File: src/rtl/sdram_pkg.sv
// Shared definitions for the W9825G6KH front-end and controller: address layout,
// refresh/timing constants and SDRAM command encodings.
package sdram_pkg;

  localparam int unsigned ADDR_W = 24;
  localparam int unsigned DATA_W = 16;

  localparam int unsigned BA_W  = 2;
  localparam int unsigned ROW_W = 13;
  localparam int unsigned COL_W = 9;

  localparam int unsigned COL_LSB = 0;
  localparam int unsigned ROW_LSB = COL_LSB + COL_W;
  localparam int unsigned BA_LSB  = ROW_LSB + ROW_W;

  localparam int unsigned REQ_W = 1 + ADDR_W + DATA_W;

  // 7.8us refresh period at 166MHz is 1300 cycles; 1250 leaves margin.
  localparam int unsigned REFRESH_INTERVAL_CYC = 1250;
  localparam int unsigned MAX_REFRESH_DEBT     = 8;

  localparam int unsigned T_RP_CYC   = 3;
  localparam int unsigned T_RCD_CYC  = 3;
  localparam int unsigned T_RFC_CYC  = 10;
  localparam int unsigned T_MRD_CYC  = 2;
  localparam int unsigned CAS_LAT    = 3;
  localparam int unsigned T_INIT_CYC = 33334;

  // {cs_n, ras_n, cas_n, we_n}
  typedef enum logic [3:0] {
    CMD_MRS       = 4'b0000,
    CMD_REFRESH   = 4'b0001,
    CMD_PRECHARGE = 4'b0010,
    CMD_ACTIVE    = 4'b0011,
    CMD_WRITE     = 4'b0100,
    CMD_READ      = 4'b0101,
    CMD_BST       = 4'b0110,
    CMD_NOP       = 4'b0111,
    CMD_DESEL     = 4'b1111
  } sdram_cmd_e;

  typedef struct packed {
    logic              we;
    logic [ADDR_W-1:0] addr;
    logic [DATA_W-1:0] wdata;
  } req_t;

  typedef struct packed {
    logic [BA_W-1:0]  ba;
    logic [ROW_W-1:0] row;
    logic [COL_W-1:0] col;
  } addr_split_t;

  function automatic addr_split_t split_addr(input logic [ADDR_W-1:0] addr);
    addr_split_t s;
    s.ba  = addr[BA_LSB  +: BA_W];
    s.row = addr[ROW_LSB +: ROW_W];
    s.col = addr[COL_LSB +: COL_W];
    return s;
  endfunction

endpackage

File: src/rtl/sdram_req_fifo.sv
// Synchronous request FIFO; pointers carry an extra wrap bit to tell full from empty.
module sdram_req_fifo
  import sdram_pkg::*;
#(
  parameter int unsigned DEPTH = 4,
  parameter int unsigned WIDTH = REQ_W
) (
  input  logic             clk,
  input  logic             rst_n,
  input  logic             i_flush,
  input  logic             i_push,
  input  logic [WIDTH-1:0] i_data,
  input  logic             i_pop,
  output logic [WIDTH-1:0] o_data,
  output logic             o_full,
  output logic             o_empty
);

  localparam int unsigned AW = $clog2(DEPTH);

  logic [WIDTH-1:0] r_mem [DEPTH];
  logic [AW:0]      r_wptr;
  logic [AW:0]      r_rptr;
  logic             w_push;
  logic             w_pop;

  assign o_empty = (r_wptr == r_rptr);
  assign o_full  = (r_wptr[AW] != r_rptr[AW]) && (r_wptr[AW-1:0] == r_rptr[AW-1:0]);
  assign w_push  = i_push & ~o_full;
  assign w_pop   = i_pop & ~o_empty;
  assign o_data  = r_mem[r_rptr[AW-1:0]];

  always_ff @(posedge clk or negedge rst_n) begin
    if (!rst_n) begin
      r_wptr <= '0;
      r_rptr <= '0;
    end else if (i_flush) begin
      r_wptr <= '0;
      r_rptr <= '0;
    end else begin
      if (w_push) r_wptr <= r_wptr + (AW+1)'(1);
      if (w_pop)  r_rptr <= r_rptr + (AW+1)'(1);
    end
  end

  always_ff @(posedge clk) begin
    if (w_push && !i_flush) r_mem[r_wptr[AW-1:0]] <= i_data;
  end

endmodule

File: src/rtl/sdram_request_scheduler.sv
// Host-side front-end of the SDRAM controller: request FIFO, refresh timer/debt and
// a single registered command slot arbitrating refresh over host traffic.
module sdram_request_scheduler
  import sdram_pkg::*;
#(
  parameter int unsigned FIFO_DEPTH       = 4,
  parameter int unsigned REFRESH_INTERVAL = REFRESH_INTERVAL_CYC,
  parameter int unsigned MAX_DEBT         = MAX_REFRESH_DEBT
) (
  input  logic              clk,
  input  logic              rst_n,
  input  logic              ctrl_ready,
  input  logic              req_valid,
  output logic              req_ready,
  input  logic              req_we,
  input  logic [ADDR_W-1:0] req_addr,
  input  logic [DATA_W-1:0] req_wdata,
  output logic              cmd_valid,
  input  logic              cmd_ready,
  output logic              cmd_refresh,
  output logic              cmd_we,
  output logic [BA_W-1:0]   cmd_ba,
  output logic [ROW_W-1:0]  cmd_row,
  output logic [COL_W-1:0]  cmd_col,
  output logic [DATA_W-1:0] cmd_wdata,
  output logic              refresh_ovf
);

  localparam logic [0:0] S_WAIT_INIT = 1'b0;
  localparam logic [0:0] S_RUN       = 1'b1;

  localparam int unsigned TW = $clog2(REFRESH_INTERVAL);
  localparam int unsigned DW = $clog2(MAX_DEBT + 1);
  localparam logic [TW-1:0] TIMER_LAST = TW'(REFRESH_INTERVAL - 1);
  localparam logic [DW-1:0] DEBT_MAX   = DW'(MAX_DEBT);

  logic [0:0]        r_state;
  logic [TW-1:0]     r_timer;
  logic [DW-1:0]     r_debt;
  logic              r_ovf;

  logic              r_cmd_valid;
  logic              r_cmd_refresh;
  logic              r_cmd_we;
  logic [BA_W-1:0]   r_cmd_ba;
  logic [ROW_W-1:0]  r_cmd_row;
  logic [COL_W-1:0]  r_cmd_col;
  logic [DATA_W-1:0] r_cmd_wdata;

  logic              w_in_run;
  logic              w_run;
  logic              w_leave;
  logic              w_tick;
  logic              w_load;
  logic              w_issue_ref;
  logic              w_req_fire;
  logic              w_bypass;
  logic              w_fifo_push;
  logic              w_fifo_pop;
  logic              w_fifo_full;
  logic              w_fifo_empty;
  logic              w_have_req;
  req_t              w_req_in;
  req_t              w_fifo_dout;
  req_t              w_next_req;
  addr_split_t       w_split;

  assign w_in_run   = (r_state == S_RUN);
  assign w_run      = w_in_run & ctrl_ready;
  assign w_leave    = w_in_run & ~ctrl_ready;
  assign req_ready  = w_in_run & ~w_fifo_full;
  assign w_req_fire = req_valid & req_ready;

  assign w_tick      = w_run & (r_timer == TIMER_LAST);
  assign w_load      = w_run & (~r_cmd_valid | cmd_ready);
  assign w_issue_ref = w_load & (r_debt != '0);

  // An empty FIFO lets the incoming request go straight into the slot, giving
  // one-cycle latency without breaking order (nothing older is queued).
  assign w_bypass    = w_load & (r_debt == '0) & w_fifo_empty & w_req_fire;
  assign w_fifo_pop  = w_load & (r_debt == '0) & ~w_fifo_empty;
  assign w_fifo_push = w_run & w_req_fire & ~w_bypass;
  assign w_have_req  = ~w_fifo_empty | w_bypass;

  always_comb begin
    w_req_in       = '0;
    w_req_in.we    = req_we;
    w_req_in.addr  = req_addr;
    w_req_in.wdata = req_wdata;
  end

  assign w_next_req = w_fifo_empty ? w_req_in : w_fifo_dout;
  assign w_split    = split_addr(w_next_req.addr);

  sdram_req_fifo #(
    .DEPTH (FIFO_DEPTH),
    .WIDTH (REQ_W)
  ) u_fifo (
    .clk     (clk),
    .rst_n   (rst_n),
    .i_flush (w_leave),
    .i_push  (w_fifo_push),
    .i_data  (w_req_in),
    .i_pop   (w_fifo_pop),
    .o_data  (w_fifo_dout),
    .o_full  (w_fifo_full),
    .o_empty (w_fifo_empty)
  );

  always_ff @(posedge clk or negedge rst_n) begin
    if (!rst_n) begin
      r_state <= S_WAIT_INIT;
    end else begin
      case (r_state)
        S_WAIT_INIT: if (ctrl_ready)  r_state <= S_RUN;
        default:     if (!ctrl_ready) r_state <= S_WAIT_INIT;
      endcase
    end
  end

  always_ff @(posedge clk or negedge rst_n) begin
    if (!rst_n) begin
      r_timer <= '0;
    end else if (w_leave) begin
      r_timer <= '0;
    end else if (w_run) begin
      r_timer <= w_tick ? '0 : r_timer + TW'(1);
    end
  end

  // A tick coinciding with a refresh issue nets to zero and never overflows.
  always_ff @(posedge clk or negedge rst_n) begin
    if (!rst_n) begin
      r_debt <= '0;
      r_ovf  <= 1'b0;
    end else if (w_leave) begin
      r_debt <= '0;
    end else begin
      case ({w_tick, w_issue_ref})
        2'b10: begin
          if (r_debt == DEBT_MAX) r_ovf <= 1'b1;
          else                    r_debt <= r_debt + DW'(1);
        end
        2'b01:   r_debt <= r_debt - DW'(1);
        default: r_debt <= r_debt;
      endcase
    end
  end

  always_ff @(posedge clk or negedge rst_n) begin
    if (!rst_n) begin
      r_cmd_valid   <= 1'b0;
      r_cmd_refresh <= 1'b0;
      r_cmd_we      <= 1'b0;
      r_cmd_ba      <= '0;
      r_cmd_row     <= '0;
      r_cmd_col     <= '0;
      r_cmd_wdata   <= '0;
    end else if (w_leave || (w_load && !w_issue_ref && !w_have_req)) begin
      r_cmd_valid   <= 1'b0;
      r_cmd_refresh <= 1'b0;
      r_cmd_we      <= 1'b0;
      r_cmd_ba      <= '0;
      r_cmd_row     <= '0;
      r_cmd_col     <= '0;
      r_cmd_wdata   <= '0;
    end else if (w_issue_ref) begin
      r_cmd_valid   <= 1'b1;
      r_cmd_refresh <= 1'b1;
      r_cmd_we      <= 1'b0;
      r_cmd_ba      <= '0;
      r_cmd_row     <= '0;
      r_cmd_col     <= '0;
      r_cmd_wdata   <= '0;
    end else if (w_load) begin
      r_cmd_valid   <= 1'b1;
      r_cmd_refresh <= 1'b0;
      r_cmd_we      <= w_next_req.we;
      r_cmd_ba      <= w_split.ba;
      r_cmd_row     <= w_split.row;
      r_cmd_col     <= w_split.col;
      r_cmd_wdata   <= w_next_req.wdata;
    end
  end

  assign cmd_valid   = r_cmd_valid;
  assign cmd_refresh = r_cmd_refresh;
  assign cmd_we      = r_cmd_we;
  assign cmd_ba      = r_cmd_ba;
  assign cmd_row     = r_cmd_row;
  assign cmd_col     = r_cmd_col;
  assign cmd_wdata   = r_cmd_wdata;
  assign refresh_ovf = r_ovf;

endmodule
File: config.mk
export PLATFORM = sky130hd
export DESIGN_NAME = sdram_request_scheduler
export DESIGN_NICKNAME = d
export VERILOG_FILES = /design/src/rtl/sdram_pkg.sv /design/src/rtl/sdram_req_fifo.sv /design/src/rtl/sdram_request_scheduler.sv
export SDC_FILE = /design/constraint.sdc
export NUM_CORES = 1
export LEC_CHECK = 0
export CORE_MARGIN = 2
export CORE_UTILIZATION = 40
export CTS_BUF_LIST = sky130_fd_sc_hd__clkbuf_4 sky130_fd_sc_hd__clkbuf_8 sky130_fd_sc_hd__clkbuf_16
export CTS_CLUSTER_DIAMETER = 60
export DETAILED_ROUTE_END_ITERATION = 10
export GPL_ROUTABILITY_DRIVEN = 1
export PLACE_DENSITY = 0.59
export SKIP_LAST_GASP = 1
export SYNTH_ARGS = -nofsm -noshare
export SYNTH_HDL_FRONTEND = slang
export SYNTH_SLANG_ARGS = --single-unit
export TNS_END_PERCENT = 10
File: constraint.sdc
create_clock -name clk -period 8.2 [get_ports clk]
set_input_delay 1.64 -clock clk [delete_from_list [all_inputs] [get_ports clk]]
set_output_delay 1.64 -clock clk [all_outputs]
set_load 0.005 [all_outputs]
==> qor.txt <==
Outcome: complete, no violations
Via count: 5010
Die Wd: 159 um
Drt first pass iters: 4
Post-synth EDFFs: 164
Post-detail-place hpwl: 10800 um
DRT antenna net count: 0
Hold WC Path Type: flop to flop
Initial antenna violation count: 0
Fin. max-slew vios: 0
Req. time, crit path: 6.56 ns
Antenna Cells: 0
PD cells: 316 nW/um^2
Post-Place Setup Slack: 3.85 ns
# clock sinks: 230
CP startpoint kind: flop
Ys flop type: edfxtp_1
Max IR drop VDD: 0.198 mV
Worst skew pair latency: 0.53 ns
Max FO, Critical Path: 46
Post-CTS setup buffer count: 0
First-pass GRT wire length: 29000 um
Period utilization: 0.507
Grt total ovfl: 0
Fill cell count: 1925
FMAX: 241 MHz
Final Hold Fails: 0
Cell Chain, Critical Path: xnor2_1 -> a31oi_1 -> clkdlybuf4s50_1
IO Count: 91
Sequential element share of the synthesized area: 0.688
Largest net degree at the start of global routing: 67
Design area: 11600 um^2
Post-CTS sizing: 0
CTS tree: built
GR Util All Layers: 0.151
DR iter-0 viols: 296
Area grow syn2layout: 21.7%
Setup-failing EPs final: 0
Fin crit period: 4.15 ns
Leakage: 4.27 nW
Die Ht: 159 um
Yosys top cell by area: edfxtp_1
Vias per inst: 5.28
Placed Cells: 905
Synth Area per Inst: 18.4 um^2
Max cap viols: 0
Clock tree buffer depth: 3
Instance area at placement: 10800 um^2
Crit-path slowest cell: dfrtp_4
Total CTS buffers: 24
RSZ-0062 raised after global routing: no
Number of global-route vias before repair: 5276
Most frequent cell after synthesis: edfxtp_1
Measured slew at the worst slew-check pin: 1.17 ns
Clock Skew: 0.0298 ns
Synth area leaders: edfxtp_1 (52%), dfrtp_1 (17%), mux4_2 (9.7%), mux2_4 (6.0%), a22o_1 (3.9%)
Delay-heaviest family, CP: flip-flops
Core area: 23500 um^2
Starting Density: 0.407
Post-layout worst setup margin: 4.05 ns
Kind of critical path: flop to output port
Layout cell share with drive strength beyond 1: 0.230
Routed len/inst: 19.8 um
Drt drc: 0
WHS: 0.469 ns
Hold-fix buffers, CTS: 0
Detailed-route wire length: 18800 um
Buffers on Ports: 90
Num rows: 56
Slew headroom: 0.218
Non-Filler Instances: 949
Ys async rst share: 0.287
Library cells used by synthesis: 43
Root buf cell: clkbuf_16
Post-synthesis register bit count: 230
Critical path's largest stage delay: 1.02 ns
CP bufs+invs: 1
H-tree Lvls: 1
Crit. End Element: output port
Post-Synthesis Cells: 520
Full die area: 25100 um^2
Syn_nets: 578
Clock Pin Slew Worst Setup and Hold Paths: 0.06 ns
Synth top area share: 0.515
Final GP Congestion: 0.781
TNS Setup: 0 ns
Most frequent cells after synthesis: edfxtp_1 (164), dfrtp_1 (66), a22o_1 (43), mux4_2 (41), mux2_4 (38)
Synth Warn #: 0
Mapped Area: 9550 um^2
Crit path DAT: 2.51 ns
Nets: 670
## final cells by class
type,count,area [um^2],area share
sequential,230,6580,0.566
multi-input combinational,252,2800,0.241
timing repair buffer,95,936,0.0805
clock buffer,28,649,0.0558
tap,319,399,0.0343
clock inverter,16,229,0.0197
inverter,9,33.8,0.00291
## routing by layer
layer | share of wire | vias to the layer above | GRT usage
met5 | 0 | - | 0
met4 | 0.017 | 0 | 0.0403
met3 | 0.045 | 33 | 0.0245
met2 | 0.48 | 128 | 0.244
met1 | 0.46 | 2579 | 0.215
li1 | - | 2270 | -
## kinds of logic after synthesis
logic type	Yosys count	synth area share
multiplexers	88	0.166
flip-flops	230	0.688
buffers and inverters	38	0.0215
XOR/XNOR	10	0.00917
AND/OR/NAND/NOR	56	0.0306
AO/OA/AOI/OAI	86	0.0684
adder cells (fa/ha/maj)	12	0.0157
## power breakdown
part	switching, mW	total [mW]	internal (mW)
sequential	0.125	1.49	1.36
combinational	0.379	1.01	0.634
clock	0.445	1.17	0.728
## registers in the layout, summed over array words and instances, names as in the netlist, 2 cells and up
register       flops
cmd_col            9
cmd_row           13
u_fifo.r_wptr      3
cmd_wdata         16
cmd_ba             2
r_timer           11
u_fifo.r_rptr      3
r_debt             4
u_fifo.r_mem     164
## metrics by stage
step | util | power [mW]
2_1_floorplan | - | 2.23
6_report | 0.495 | 3.68
3_5_place_dp | 0.458 | 2.54
4_1_cts | 0.495 | 3.73
5_1_grt | 0.495 | 3.85
3_3_place_gp | 0.458 | 2.53
## placed cells by master, fill, tap and decap left out, types with 6 or more instances in the layout
| cell | synthesis | routed |
|---|---|---|
| mux2_4 | 38 | 38 |
| xnor2_1 | 6 | 6 |
| nand2_1 | 16 | 16 |
| ha_1 | 12 | 12 |
| clkbuf_16 | 0 | 24 |
| a21oi_1 | 10 | 9 |
| edfxtp_1 | 164 | 164 |
| o21ai_0 | 8 | 8 |
| a31oi_1 | 9 | 9 |
| a22o_1 | 43 | 43 |
| buf_4 | 0 | 6 |
| mux4_2 | 41 | 41 |
| clkdlybuf4s50_1 | 0 | 89 |
| inv_1 | 9 | 8 |
| dfrtp_1 | 66 | 64 |
| nor2_1 | 7 | 7 |
## final timing paths
check / start / to / slack [ns] / depth (start not counted)
setup / recovery: u_fifo.r_rptr[0] / req_ready / 4.05 / 3
hold / removal: refresh_ovf / refresh_ovf / 0.47 / 1
setup reg to reg: u_fifo.r_rptr[0] / u_fifo.r_mem[0][12] / 5.21 / 4
hold reg to reg: refresh_ovf / refresh_ovf / 0.47 / 1
max in group asynchronous: rst_n / u_fifo.r_rptr[0] / 6.27 / 1
min in group asynchronous: rst_n / cmd_row[11] / 1.25 / 1
No activity file was read; power rests on OpenSTA's default activity.
